### src/rtl/spi_register_byte_fifo_if.sv
// Stream and SPI-subperipheral signals of spi_register_byte_fifo.
// The slave view belongs to the FIFO block and the master view to its environment.
interface spi_register_byte_fifo_if;
    logic       enable;
    logic [7:0] data_in;
    logic       data_in_valid;
    logic [7:0] data_out;
    logic       data_out_valid;
    logic [7:0] fifo_data;
    logic       fifo_valid;
    logic       fifo_ready;
    logic       overflow_clear;

    modport slave (
        input  enable, data_in, data_in_valid, fifo_ready, overflow_clear,
        output data_out, data_out_valid, fifo_data, fifo_valid
    );

    modport master (
        output enable, data_in, data_in_valid, fifo_ready, overflow_clear,
        input  data_out, data_out_valid, fifo_data, fifo_valid
    );
endinterface

### src/rtl/spi_register_byte_fifo.sv
// SPI subperipheral that buffers host-written bytes in a FIFO drained over valid/ready.
// It returns {overflow, count} as the status byte on the CIPO path.
module spi_register_byte_fifo #(
    parameter int unsigned DEPTH = 16
) (
    input logic                    clock,
    input logic                    reset,
    spi_register_byte_fifo_if.slave bus
);
    localparam int unsigned PTR_WIDTH   = $clog2(DEPTH);
    localparam int unsigned COUNT_WIDTH = $clog2(DEPTH) + 1;

    logic [7:0]             mem [DEPTH];
    logic [PTR_WIDTH-1:0]   wr_ptr_q, wr_ptr_d;
    logic [PTR_WIDTH-1:0]   rd_ptr_q, rd_ptr_d;
    logic [COUNT_WIDTH-1:0] count_q, count_d;
    logic                   overflow_q, overflow_d;
    logic [7:0]             data_out_q;
    logic                   data_out_valid_q;
    logic                   full, push_req, push, pop, drop;

    assign full     = (count_q == COUNT_WIDTH'(DEPTH));
    assign pop      = bus.fifo_valid && bus.fifo_ready;
    assign push_req = bus.data_in_valid && bus.enable;
    // A simultaneous pop frees a slot, so a full FIFO can still accept.
    assign push     = push_req && (!full || pop);
    assign drop     = push_req && full && !pop;

    assign bus.fifo_valid     = (count_q != '0);
    assign bus.fifo_data      = mem[rd_ptr_q];
    assign bus.data_out       = data_out_q;
    assign bus.data_out_valid = data_out_valid_q;

    always_comb begin
        wr_ptr_d   = wr_ptr_q;
        rd_ptr_d   = rd_ptr_q;
        count_d    = count_q;
        overflow_d = overflow_q;
        if (push) begin
            wr_ptr_d = wr_ptr_q + 1'b1;
        end
        if (pop) begin
            rd_ptr_d = rd_ptr_q + 1'b1;
        end
        case ({push, pop})
            2'b10:   count_d = count_q + 1'b1;
            2'b01:   count_d = count_q - 1'b1;
            default: count_d = count_q;
        endcase
        // Set beats clear when a byte is dropped in the same cycle.
        if (drop) begin
            overflow_d = 1'b1;
        end else if (bus.overflow_clear) begin
            overflow_d = 1'b0;
        end
    end

    always_ff @(posedge clock) begin
        if (reset) begin
            wr_ptr_q         <= '0;
            rd_ptr_q         <= '0;
            count_q          <= '0;
            overflow_q       <= 1'b0;
            data_out_q       <= 8'h00;
            data_out_valid_q <= 1'b0;
        end else begin
            wr_ptr_q         <= wr_ptr_d;
            rd_ptr_q         <= rd_ptr_d;
            count_q          <= count_d;
            overflow_q       <= overflow_d;
            data_out_q       <= {overflow_q, 7'(count_q)};
            data_out_valid_q <= bus.enable;
        end
    end

    always_ff @(posedge clock) begin
        if (push) begin
            mem[wr_ptr_q] <= bus.data_in;
        end
    end
endmodule

### src/flat_wrapper.sv
// flat-port wrapper written by rule: the top's interface ports become plain ports
module spi_register_byte_fifo_flat 
#(
    parameter int unsigned DEPTH = 16
)
  (clock, reset, bus_enable, bus_data_in, bus_data_in_valid, bus_fifo_ready, bus_overflow_clear, bus_data_out, bus_data_out_valid, bus_fifo_data, bus_fifo_valid);
  spi_register_byte_fifo_if bus_i ();
  input logic clock;
  input logic reset;
  input wire logic [$bits(bus_i.enable)-1:0] bus_enable;
  input wire logic [$bits(bus_i.data_in)-1:0] bus_data_in;
  input wire logic [$bits(bus_i.data_in_valid)-1:0] bus_data_in_valid;
  input wire logic [$bits(bus_i.fifo_ready)-1:0] bus_fifo_ready;
  input wire logic [$bits(bus_i.overflow_clear)-1:0] bus_overflow_clear;
  output wire logic [$bits(bus_i.data_out)-1:0] bus_data_out;
  output wire logic [$bits(bus_i.data_out_valid)-1:0] bus_data_out_valid;
  output wire logic [$bits(bus_i.fifo_data)-1:0] bus_fifo_data;
  output wire logic [$bits(bus_i.fifo_valid)-1:0] bus_fifo_valid;
  assign bus_i.enable = bus_enable;
  assign bus_i.data_in = bus_data_in;
  assign bus_i.data_in_valid = bus_data_in_valid;
  assign bus_i.fifo_ready = bus_fifo_ready;
  assign bus_i.overflow_clear = bus_overflow_clear;
  assign bus_data_out = bus_i.data_out;
  assign bus_data_out_valid = bus_i.data_out_valid;
  assign bus_fifo_data = bus_i.fifo_data;
  assign bus_fifo_valid = bus_i.fifo_valid;
  spi_register_byte_fifo #(.DEPTH(DEPTH)) u_core (.clock(clock), .reset(reset), .bus(bus_i));
endmodule
### config.mk
export PLATFORM = sky130hd
export DESIGN_NAME = spi_register_byte_fifo_flat
export DESIGN_NICKNAME = d
export VERILOG_FILES = /design/src/rtl/spi_register_byte_fifo_if.sv /design/src/rtl/spi_register_byte_fifo.sv /design/src/flat_wrapper.sv
export SDC_FILE = /design/constraint.sdc
export NUM_CORES = 1
export LEC_CHECK = 0
export CAP_MARGIN = 0
export CORE_ASPECT_RATIO = 0.75
export CORE_UTILIZATION = 45
export DETAILED_ROUTE_END_ITERATION = 7
export PLACE_DENSITY = 0.63
export SLEW_MARGIN = 15
export SYNTH_ARGS = -nofsm -noshare
export SYNTH_HDL_FRONTEND = slang
export SYNTH_SLANG_ARGS = --single-unit
export TNS_END_PERCENT = 20
### constraint.sdc
create_clock -name clock -period 2.6 [get_ports clock]
set_input_delay 0.39 -clock clock [delete_from_list [all_inputs] [get_ports clock]]
set_output_delay 0.39 -clock clock [all_outputs]
set_load 0.005 [all_outputs]
==> results.json <==
{
  "vias": 3154,
  "layout.nets": 411,
  "yosys-top-cells-count": "edfxtp_1, mux4_2, dfxtp_1",
  "path_class": "reg2out",
  "synthTopCellsByArea": "edfxtp_1, mux4_2, dfxtp_1",
  "cap_violations": 0,
  "final_area_mm2": 0.007497,
  "arrival_ps": 2270,
  "crit_fanout": 5,
  "layout-drive-gt1-share_pct": 31.68,
  "status": "finished with violations",
  "grt_pass1_vias": 3040,
  "synth.distinct_cells": 40,
  "worst_pin_slew_ps": 551.8,
  "synth-edff-count": 128,
  "grt_pass1_wl_mm": 19.10,
  "synth.most_common_cell": "edfxtp_1",
  "clk_latency_ps": 420,
  "n_antenna_cell": 0,
  "dieArea_mm2": 0.01384,
  "violations": "negative setup slack",
  "power_mw": 6.892,
  "syn_area_mm2": 0.006017,
  "synth-warning-count": 0,
  "max_freq_mhz": 376.6,
  "ir_drop_uv": 575.6,
  "setup_viol": 5,
  "endpoint_kind": "primary output",
  "async_flop_share_pct": 0,
  "skew_ps": 6.686,
  "coreArea_mm2": 0.01302,
  "worstHoldPathType": "reg2reg",
  "hold_violations": 0,
  "yosysSeqAreaShare_pct": 72.20,
  "die_y_um": 102.1,
  "gp_congestion": 0.7161,
  "yosys.area.top_type": "edfxtp_1",
  "initial_core_util_pct": 46.22,
  "drt-total-wl_mm": 12.58,
  "vias_per_cell": 5.485,
  "cts_tree": "yes",
  "ctsHtreeMaxLevel": 4,
  "drc": 0,
  "synth.ff_latch_count": 153,
  "drtPass1Iterations": 6,
  "whs_ps": 480.8,
  "dpl.cell_count": 531,
  "cts_inserted_buffers": 17,
  "fin_cells": 575,
  "rows": 36,
  "setup_tns_ps": -183.2,
  "netlist_instances": 320,
  "worstSetupStartpointType": "flip-flop",
  "dp_hpwl_mm": 7.696,
  "layout_setup_ws_ps": -55.16,
  "drv_slew": 0,
  "fin_crit_sh_pct": 102.1,
  "fin_crit_ps": 2655,
  "p_per_area_mw_per_mm2": 919.3,
  "numClockSinks": 153,
  "die_x_um": 135.5,
  "crit_required_ps": 2210,
  "wl_per_cell_um": 21.88,
  "antenna_found_initial": 0,
  "antenna_left": 0,
  "clock_tree.buffer_depth": 2,
  "grt_max_degree": 33,
  "post-route-util_pct": 57.59,
  "rsz0062_at_grt": "yes",
  "dpl-instance-area_mm2": 0.006740,
  "io_pins": 32,
  "yosysTopAreaCellShare_pct": 63.88,
  "pre_cts_slack_ps": 120.3,
  "p_leak_nw": 2.503,
  "cts_hold_buf": 0,
  "drt_iter0_drc": 234,
  "gr-total-overflow": 0,
  "numPortBuffers": 29,
  "cts_root_buf": "clkbuf_16",
  "synthFlopType": "edfxtp_1",
  "grt_util_all_layers_pct": 20.32,
  "relSlewSlack_pct": 63.10,
  "clk_pin_slew_ps": 60,
  "synth_area_per_cell_um2": 18.80,
  "syn_to_final_growth_pct": 24.60
}
power by group:
part	switching, mW	internal [mW]	total [mW]
Clock	0.965	1.52	2.48
Combinational	0.630	0.924	1.55
Sequential	0.111	2.75	2.86
worst max-delay path, cell delays in order (launching register included):
cell,delay [ps]
dfxtp_4,420
buf_6,140
buf_12,120
mux4_2,540
mux4_2,500
clkbuf_2,130
what timing repair did:
item | CTS | global route
setup endpoints to repair | 8 | 8
gates cloned | 3 | 0
setup buffers | 10 | 0
gates resized for setup | 25 | 8
pin swaps | 0 | 0
final timing paths:
kind	from	to	slack, ps	cells after the start
worst min register to register	u_core.overflow_q$_SDFFE_PP0P_	u_core.bus.data_out[7]$_SDFF_PP0_	480	1
worst max register to register	u_core.count_q[3]$_SDFFE_PP0P_	u_core.count_q[4]$_SDFFE_PP0P_	500	8
worst min-delay path	u_core.overflow_q$_SDFFE_PP0P_	u_core.bus.data_out[7]$_SDFF_PP0_	480	1
worst max-delay path	flip-flop	bus_fifo_data[2]	-60	5
sequential cells by signal, summed over array words and instances, names as in the netlist, named ones only:
register and count:
u_core.bus.data_out_valid 1, u_core.mem 128, u_core.rd_ptr_q 4, u_core.overflow_q 1, u_core.wr_ptr_q 4, u_core.bus.data_out 6
u_core.count_q 5
cell usage in the layout, fill, tap and decap left out, types with 3 or more instances in the layout:
| master | count |
|---|---|
| nand3_1 | 3 |
| clkinv_2 | 3 |
| dfxtp_1 | 24 |
| buf_12 | 9 |
| o21ai_0 | 3 |
| a21oi_1 | 5 |
| a211oi_1 | 3 |
| xnor2_1 | 3 |
| buf_6 | 3 |
| buf_4 | 25 |
| ha_1 | 6 |
| clkdlybuf4s50_1 | 21 |
| nor4_2 | 5 |
| nor2_1 | 19 |
| mux4_2 | 40 |
| clkbuf_16 | 17 |
| edfxtp_1 | 128 |
| xor2_1 | 3 |
| nand2_1 | 8 |
| clkinv_4 | 5 |
| bufinv_16 | 3 |
| and2_1 | 9 |
| inv_1 | 10 |
| nor2b_1 | 5 |
| clkbuf_2 | 6 |
layer usage:
| metal | global-route usage [%] | up-vias | wire length (µm) |
|---|---|---|---|
| met5 | 0 | - | 0 |
| met4 | 7.519 | 0 | 149 |
| met3 | 4.464 | 12 | 886 |
| met2 | 28.21 | 99 | 5564 |
| met1 | 31.30 | 1622 | 5979 |
| li1 | - | 1421 | - |
layout make-up:
cell class | count | area [µm²]
Tap cell | 171 | 214.0
Inverter | 10 | 37.54
Sequential cell | 153 | 4348
Multi-Input combinational cell | 141 | 1588
Timing Repair Buffer | 68 | 706.9
Fill cell | 965 | 5520
Clock inverter | 14 | 173.9
Clock buffer | 18 | 429.2
cell families (layout without fill, tap and decap cells):
group,Yosys count,count (layout),share of synthesized area (%)
compound gates,21,21,2.391
flops,153,153,72.20
mux,45,45,15.93
buf+inv,27,110,1.892
simple gates,61,61,5.406
fa+ha+maj,6,6,1.248
xor+xnor,6,6,0.8735
other cells,1,2,0.06232
Note: power is estimated with default switching activity, not from simulation.
